$ cat config.mk
export PLATFORM = sky130hd
export DESIGN_NAME = alu_arbiter
export DESIGN_NICKNAME = d
export VERILOG_FILES = /design/src/rtl/alu_arbiter.sv
export SDC_FILE = /design/constraint.sdc
export NUM_CORES = 1
export LEC_CHECK = 0
export ABC_AREA = 1
export CORE_UTILIZATION = 42
export DETAILED_ROUTE_END_ITERATION = 8
export PLACE_DENSITY_LB_ADDON = 0.15
export SLEW_MARGIN = 20
export SYNTH_ARGS = -nofsm -noshare
export SYNTH_HDL_FRONTEND = slang
export SYNTH_SLANG_ARGS = --single-unit
export TNS_END_PERCENT = 1
$ cat constraint.sdc
create_clock -name clk -period 1.9 [get_ports clk]
set_input_delay 0.38 -clock clk [delete_from_list [all_inputs] [get_ports clk]]
set_output_delay 0.38 -clock clk [all_outputs]
set_load 0.005 [all_outputs]
$ cat src/rtl/alu_arbiter.sv
// alu_arbiter
//   Two-requester round-robin front end for a single shared ALU. One
//   operation is in flight at a time: IDLE grants and accepts, BUSY drives
//   the ALU until it signals done or the timeout expires, and RESP presents
//   the result to the requester that was granted.
//
//   Handshakes are strict valid/ready. A transfer happens on a rising edge
//   where both valid and ready are high. A requester may drop valid before
//   it is granted, which withdraws the request. A response holds valid,
//   result and err stable until ready is sampled high.
//
// Ports
//   clk, reset_n                    clock, asynchronous active-low reset
//   reqN_valid/ready, reqN_a/b/op   request channel N (op: 1 add, 2 and,
//                                   3 xor, 4 mul; other codes -> err)
//   rspN_valid/ready, rspN_result/err  response channel N
//   alu_start, alu_a/b/op           shared ALU command (zero when idle)
//   alu_done, alu_result            shared ALU completion
//   dbg_state                       current FSM state (0 IDLE, 1 BUSY, 2 RESP)
module alu_arbiter #(
  parameter int unsigned TIMEOUT = 15
) (
  input  logic        clk,
  input  logic        reset_n,
  input  logic        req0_valid,
  output logic        req0_ready,
  input  logic [7:0]  req0_a,
  input  logic [7:0]  req0_b,
  input  logic [2:0]  req0_op,
  input  logic        req1_valid,
  output logic        req1_ready,
  input  logic [7:0]  req1_a,
  input  logic [7:0]  req1_b,
  input  logic [2:0]  req1_op,
  output logic        rsp0_valid,
  input  logic        rsp0_ready,
  output logic [15:0] rsp0_result,
  output logic        rsp0_err,
  output logic        rsp1_valid,
  input  logic        rsp1_ready,
  output logic [15:0] rsp1_result,
  output logic        rsp1_err,
  output logic        alu_start,
  output logic [7:0]  alu_a,
  output logic [7:0]  alu_b,
  output logic [2:0]  alu_op,
  input  logic        alu_done,
  input  logic [15:0] alu_result,
  output logic [1:0]  dbg_state
);

  typedef enum logic [1:0] {
    IDLE = 2'd0,
    BUSY = 2'd1,
    RESP = 2'd2
  } state_t;

  // The counter holds the number of BUSY cycles already completed, so the
  // TIMEOUT-th BUSY cycle is the one where it equals TIMEOUT-1.
  localparam logic [7:0] LAST_BUSY = 8'(TIMEOUT - 1);

  state_t      state, state_nxt;
  logic [7:0]  a_q, b_q;
  logic [2:0]  op_q;
  logic        idx_q;
  logic        last_q;
  logic [7:0]  cnt_q;
  logic [15:0] res_q;
  logic        err_q;

  logic        any_valid;
  logic        grant;
  logic        accept;
  logic [2:0]  sel_op;
  logic        op_legal;
  logic        rsp_fire;
  logic        timeout_hit;

  assign any_valid = req0_valid | req1_valid;

  // With both valid, the one not granted last wins; otherwise whichever is
  // valid. The value is don't-care when neither is valid (accept is low).
  assign grant       = (req0_valid && req1_valid) ? ~last_q : req1_valid;
  assign accept      = (state == IDLE) && any_valid;
  assign sel_op      = grant ? req1_op : req0_op;
  assign op_legal    = (sel_op >= 3'd1) && (sel_op <= 3'd4);
  assign rsp_fire    = (state == RESP) && (idx_q ? rsp1_ready : rsp0_ready);
  assign timeout_hit = (cnt_q == LAST_BUSY);

  // State register
  always_ff @(posedge clk or negedge reset_n) begin
    if (!reset_n) state <= IDLE;
    else          state <= state_nxt;
  end

  // Next-state logic
  always_comb begin
    state_nxt = state;
    case (state)
      IDLE: if (accept) state_nxt = op_legal ? BUSY : RESP;
      BUSY: if (alu_done || timeout_hit) state_nxt = RESP;
      RESP: if (rsp_fire) state_nxt = IDLE;
      default: state_nxt = IDLE;
    endcase
  end

  // Registered operation, round-robin pointer, counter and response
  always_ff @(posedge clk or negedge reset_n) begin
    if (!reset_n) begin
      a_q    <= 8'h00;
      b_q    <= 8'h00;
      op_q   <= 3'd0;
      idx_q  <= 1'b0;
      last_q <= 1'b1;   // pretend requester 1 went last so requester 0 leads
      cnt_q  <= 8'h00;
      res_q  <= 16'h0000;
      err_q  <= 1'b0;
    end else begin
      case (state)
        IDLE: begin
          if (accept) begin
            a_q    <= grant ? req1_a : req0_a;
            b_q    <= grant ? req1_b : req0_b;
            op_q   <= sel_op;
            idx_q  <= grant;
            last_q <= grant;
            cnt_q  <= 8'h00;
            res_q  <= 16'h0000;
            err_q  <= ~op_legal;
          end
        end
        BUSY: begin
          if (alu_done) begin
            res_q <= alu_result;
            err_q <= 1'b0;
          end else if (timeout_hit) begin
            res_q <= 16'h0000;
            err_q <= 1'b1;
          end else begin
            cnt_q <= cnt_q + 8'd1;
          end
        end
        default: ;
      endcase
    end
  end

  // Outputs. The ready outputs are gated with reset_n so they stay low
  // while reset is asserted even if a requester is already valid.
  always_comb begin
    req0_ready  = 1'b0;
    req1_ready  = 1'b0;
    alu_start   = 1'b0;
    alu_a       = 8'h00;
    alu_b       = 8'h00;
    alu_op      = 3'd0;
    rsp0_valid  = 1'b0;
    rsp1_valid  = 1'b0;
    rsp0_result = 16'h0000;
    rsp1_result = 16'h0000;
    rsp0_err    = 1'b0;
    rsp1_err    = 1'b0;
    case (state)
      IDLE: begin
        req0_ready = reset_n && any_valid && !grant;
        req1_ready = reset_n && any_valid &&  grant;
      end
      BUSY: begin
        alu_start = 1'b1;
        alu_a     = a_q;
        alu_b     = b_q;
        alu_op    = op_q;
      end
      RESP: begin
        if (idx_q) begin
          rsp1_valid  = 1'b1;
          rsp1_result = res_q;
          rsp1_err    = err_q;
        end else begin
          rsp0_valid  = 1'b1;
          rsp0_result = res_q;
          rsp0_err    = err_q;
        end
      end
      default: ;
    endcase
  end

  assign dbg_state = state;

endmodule

==> results.tsv, run 1 <==
metric	value	unit
Layout Utilization	0.689	
largest net degree at the start of global routing	49	
Required @ worst endpoint	1.52	ns
synth warn	0	
worst slew pin tran	0.615	ns
grt total ovfl	0	
Clock power frac	0.178	
Gate Count Post-Synth	374	
Tmin final	2.06	ns
sequential share of power	0.336	
Residual DRC	0	
DIE AREA	6750	sq um
critical path peak fanout	17	
Nets	574	
WHS	0.227	ns
reg2reg start	dbg_state[1]	
crit path launch type	flop	
Rel. slew slack	0.590	
FF-to-FF path depth	9	
I/O pin count	121	
dpl cell area	4080	sq um
antenna viol nets, final	0	
Max clock buf depth	2	
RSZ-0062 raised after global routing	yes	
fraction of layout cells with a size suffix above 1	0.174	
Reg area	1200	sq um
CTS Buf Count	5	
Total GRT Usage	0.233	
clk_lat worst skew	0.31	ns
critical setup path kind	reg2out	
compound-gate portion of the synthesized area	0.142	
crit path from	dbg_state[0]	
worst vdd ir	0.894	mV
CP Capture Type	output pin	
area leader, netlist	dfrtp_1	
Yosys cell types	29	
Clock Skew	0.00923	ns
hold buffers post-CTS	0	
vias in the first global route	2655	
multiplexer share of the synthesized area	0	
Multi-input gate area	1200	sq um
switching pwr	1760	uW
final hold vios	0	
final worst slack	-0.155	ns
drt initial violations	114	
DRT Pass-1 Iters	4	
Adder-Cell Fraction of Synth Area	0.00928	
Design Area, Final	4180	sq um
Post-Route WL	7.37	mm
Die Y	82.1	um
CTS tree	done	
H-tree levels	2	
max-slew violation count	0	
XOR/XNOR Fraction of Synth Area	0.00325	
largest family of logic cells by synthesized area	simple AND/OR/NAND/NOR gates	
post-synthesis register bit count	48	
HPWL Detailed	5.44	mm
status	finished with violations	
commonest cells after routing, fill and taps aside	nor2_1 (77), clkdlybuf4s50_1 (72), nand2_1 (68)	
ant diodes	0	
Die Span X	82.1	um
Syn Nets	437	
via count	2848	
combinational power share	0.487	
sequential area share after synthesis	0.446	
row count	28	
Core Footprint	6060	sq um
top post-synthesis cells by area	dfrtp_1 (44%), nor2_1 (11%), nand2_1 (9.7%), inv_1 (8.3%), o21ai_0 (5.2%)	
P per Cell Area	1100	nW/um^2
violated checks	negative setup slack	
Initial Utilization	0.445	
cell leakage power	0.00219	uW
switch share	0.383	
Vias per Instance	4.85	
Synth Area in Simple Gates	0.279	
final setup violation count	13	
Fin Setup TNS	-1.96	ns
pre-CTS setup slack	-0.339	ns
wire length per cell	12.6	um
gpl congestion	0.795	
input/output buffers	120	
area share of the largest cell type after synthesis	0.436	
max_cap viols	0	
Syn-to-layout area delta	54.8	%
commonest non-fill, non-tap cell in the layout	nor2_1	
Root Driver	clkbuf_8	
initial antenna violation count	0	
Highest Clock Rate	487	MHz
clock slew at reported path FFs	0.08	ns
Int Pwr	2830	uW
crit share post-route	1.08	
# clock sinks	48	
Worst Hold Class	in2async	
global-route wire length before repair	12.0	mm
filler cell count	520	
Synth Cell Area	2700	sq um
CP arrival	1.68	ns
syn avg cell area	7.21	sq um
-- path summary, 6_finish.rpt --
check,to,slack (ns)
min in group clk,last_q,0.49
hold reg to reg,last_q,0.49
setup / recovery,rsp0_result[15],-0.16
setup reg to reg,res_q[1],0.16
hold / removal,cnt_q[5],0.23
max in group asynchronous,idx_q,1.24
-- critical path, stage by stage (launching register included) --
cell	delay, ns
dfrtp_1	0.39
inv_2	0.07
nand2_2	0.08
nor2_4	0.13
inv_4	0.10
nor2_1	0.10
clkdlybuf4s50_1	0.50
-- cell type report --
type,count,share of cell area
Timing Repair Buffer,144,0.312
Tap cell,75,0.0225
Inverter,65,0.0593
Clock buffer,7,0.0231
Clock inverter,1,0.00719
Sequential cell,48,0.288
Multi-Input combinational cell,247,0.288
-- cells by family after synthesis --
family / Yosys count
and+or+nand+nor: 181
buffers and inverters: 79
AOI/OAI and AO/OA: 63
DFF: 48
adders and majority gates: 2
xor gates and xnor gates: 1
-- metal layers --
layer / GRT usage / up-vias / share of wire
met1: 0.279 / 1302 / 0.42
met2: 0.401 / 109 / 0.48
met3: 0.0714 / 8 / 0.090
met4: 0.0702 / 0 / 0.011
met5: 0 / - / 0
li1: - / 1429 / -
-- registers in the layout, indices dropped and copies added, names as in the netlist --
name       count
cnt_q          8
op_q           3
b_q            8
err_q          1
last_q         1
dbg_state      2
res_q         16
a_q            8
idx_q          1
-- stage by stage --
step	power, uW	std cells
CTS	4600	586
detailed placement	3750	576
finish	4590	587
global placement	3690	576
global route	4940	587
floorplan	2780	374
-- Yosys cell counts, drive strengths merged --
library cell  count
buf               8
clkbuf            6
or2               3
a21oi             1
nand3b            1
dfstp             1
clkinv            2
o22ai            16
nand4             1
o21ai            45
o211ai            1
nor2             82
ha                2
dfrtp            47
nand2            73
inv              63
nand3            19
nor3              2
xor2              1
-- power by group through the flow --
stage	clock, uW	sequential, uW	combinational [uW]
4_1_cts	844	1540	2220
6_report	817	1540	2230
5_1_grt	869	1590	2490
3_3_place_gp	0	1540	2150
2_1_floorplan	0	1530	1250
3_5_place_dp	0	1550	2200
-- repair_timing --
action / in CTS / in global routing
gates resized for setup: 58 / 45
endpoints found under the setup margin: 58 / 57
pin swaps: 1 / 0
buffers inserted: 2 / 1
No activity file was read; power rests on OpenSTA's default activity.
==> inputs of run 2 (changes only) <==
- CORE_ASPECT_RATIO: unset -> 0.5
- CTS_CLUSTER_DIAMETER: unset -> 40
==> run 2 against run 1 <==
The run still ends with negative setup slack left. Via count down 2.4%. Combinational power down 4%. Sequential share of layout area down 0.73 points. Global-route usage down 2.1 points. Flip-flop and latch count unchanged. Highest routed layer unchanged.
==> results.tsv, run 2 (synthesis gave the netlist of run 1 again) <==
metric	value	unit	change
Highest Clock Rate	487	MHz	+0.16%
CP arrival	1.67	ns	about the same
final worst slack	-0.152	ns	+0.00322 ns
Design Area, Final	4280	sq um	+2.5%
gpl congestion	0.796		+0.20%
CP Capture Type	output pin		
pre-CTS setup slack	-0.407	ns	-0.0679 ns
fraction of layout cells with a size suffix above 1	0.136		-0.0383
Residual DRC	0		unchanged
cell leakage power	0.00233	uW	+6.3%
ant diodes	0		unchanged
Fin Setup TNS	-1.65	ns	+0.312 ns
GR Util met2	0.340		-0.0604
row count	20		-29%
GRT met1 Usage	0.283		+0.00442
# clock sinks	48		unchanged
violated checks	negative setup slack		
critical setup path kind	reg2out		
wire length per cell	11.5	um	-8.8%
CTS Buf Count	5		unchanged
Required @ worst endpoint	1.52	ns	about the same
Post-Route WL	6.84	mm	-7.2%
Die Y	58.7	um	-29%
commonest non-fill, non-tap cell in the layout	nor2_1		
I/O pin count	121		unchanged
crit share post-route	1.08		-0.00170
Die Span X	115	um	+40%
Total GRT Usage	0.212		-0.0213
P per Cell Area	1100	nW/um^2	+0.49%
Core Footprint	6130	sq um	+1.2%
grt peak-use layer	met2		
worst vdd ir	0.602	mV	-33%
hold buffers post-CTS	0		unchanged
Vias per Instance	4.65		-4.1%
reg2reg setup slack	0.29	ns	+0.13 ns
Syn-to-layout area delta	58.7	%	
Tmin final	2.05	ns	-0.00322 ns
crit path launch type	flop		
Initial Utilization	0.440		-0.00509
register with the most flip-flops	res_q		
input/output buffers	120		unchanged
max_cap viols	0		unchanged
final setup violation count	17		+4
final hold vios	0		unchanged
critical path peak fanout	17		unchanged
drt initial violations	105		-7.9%
worst slew pin tran	0.600	ns	-0.0148 ns
Largest register FFs	16		unchanged
dpl cell area	4080	sq um	about the same
Nets	571		-0.52%
Rel. slew slack	0.600		+0.00989
status	finished with violations		
commonest cells after routing, fill and taps aside	nor2_1 (77), clkdlybuf4s50_1 (73), nand2_1 (69)		
antenna viol nets, final	0		unchanged
reg2reg start	cnt_q[0]		
global-route wire length before repair	11.0	mm	-7.9%
max-slew violation count	0		unchanged
Clock Skew	0.00387	ns	-0.00536 ns
Root Driver	clkbuf_16		
largest net degree at the start of global routing	49		unchanged
Max clock buf depth	2		unchanged
grt total ovfl	0		unchanged
Post-CTS Setup Bufs	0		-2
HPWL Detailed	5.02	mm	-7.7%
Worst Hold Class	in2async		
CTS tree	done		
DRT Pass-1 Iters	4		unchanged
initial antenna violation count	0		unchanged
clock slew at reported path FFs	0.06	ns	-0.02 ns
DIE AREA	6770	sq um	+0.30%
clk_lat worst skew	0.28	ns	-0.03 ns
RSZ-0062 raised after global routing	yes		
FF-to-FF path depth	8		-1
H-tree levels	2		unchanged
WHS	0.250	ns	+0.0236 ns
Worst R2R End	cnt_q[0]		
via count	2779		-2.4%
vias in the first global route	2409		-9.3%
M3 GR Usage	0.0762		+0.00478
[run 2: changes by cell type in the layout (fill, tap and decap cells not counted), moves of 2 or more]
cell            delta
clkbuf_16          +5
nor2_4             -2
buf_6              +3
dlymetal6s2s_1     +7
dlygate4sd2_1      +4
clkbuf_2          -13
inv_1              +2
buf_4              -4
nor2_2             +2
clkbuf_8           -5
[run 2: metal layers]
| metal | wire length (um) | vias to the layer above |
|---|---|---|
| li1 | - | 1431 |
| met1 | 3240 | 1259 |
| met2 | 3020 | 85 |
| met3 | 550 | 4 |
| met4 | 25 | 0 |
| met5 | 0 | - |
[run 2: stage by stage]
step	power [uW]	instances	util
after detailed placement	3710	589	0.666
final	4730	597	0.698
after global placement	3670	589	0.666
after CTS	4730	597	0.692
after global routing	5100	597	0.698
after floorplan	2780	374	-
[run 2: worst max path at each step]
stage	startpoint	end	slack, ns
floorplan	dbg_state[0]	rsp1_result[10]	0.28
global placement	req1_valid	req0_ready	-0.39
global route	dbg_state[0]	rsp0_result[3]	-0.27
CTS	dbg_state[0]	rsp1_result[6]	-0.26
finish	dbg_state[0]	rsp0_result[3]	-0.15
detailed placement	req1_valid	req0_ready	-0.41
[run 2: report_power, final]
part	switching (uW)	internal (uW)
Clock	364	693
Combinational	1210	923
Sequential	140	1390
Total	1720	3010
[run 2: what timing repair did]
item                                    4_1_cts  5_1_grt
cloned                                        0        0
pin swaps                                     0        1
endpoints found under the setup margin       58       56
gates resized for setup                      39       33
hold endpoints to repair                      0        0
[run 2: area by class of cell]
type,count,area (sq um)
inverters,65,246
clock buffers,7,153
multi-input cells,247,1190
clock inverters,1,30.0
fillers,528,1850
well taps,88,110
repair buffers,141,1350
flip-flops and latches,48,1200
[run 2: critical path, cell delays in order (launching register included)]
cell and delay (ns):
dfrtp_1 0.39, inv_2 0.07, nand2_2 0.07, nor2_4 0.12, inv_4 0.10, nor2_1 0.11
clkdlybuf4s50_1 0.52
==> inputs of run 3 (changes only) <==
- GPL_TIMING_DRIVEN: unset -> 1
==> results of run 3 <==
No change in the layout: final DEF, timing and power equal those of run 2.
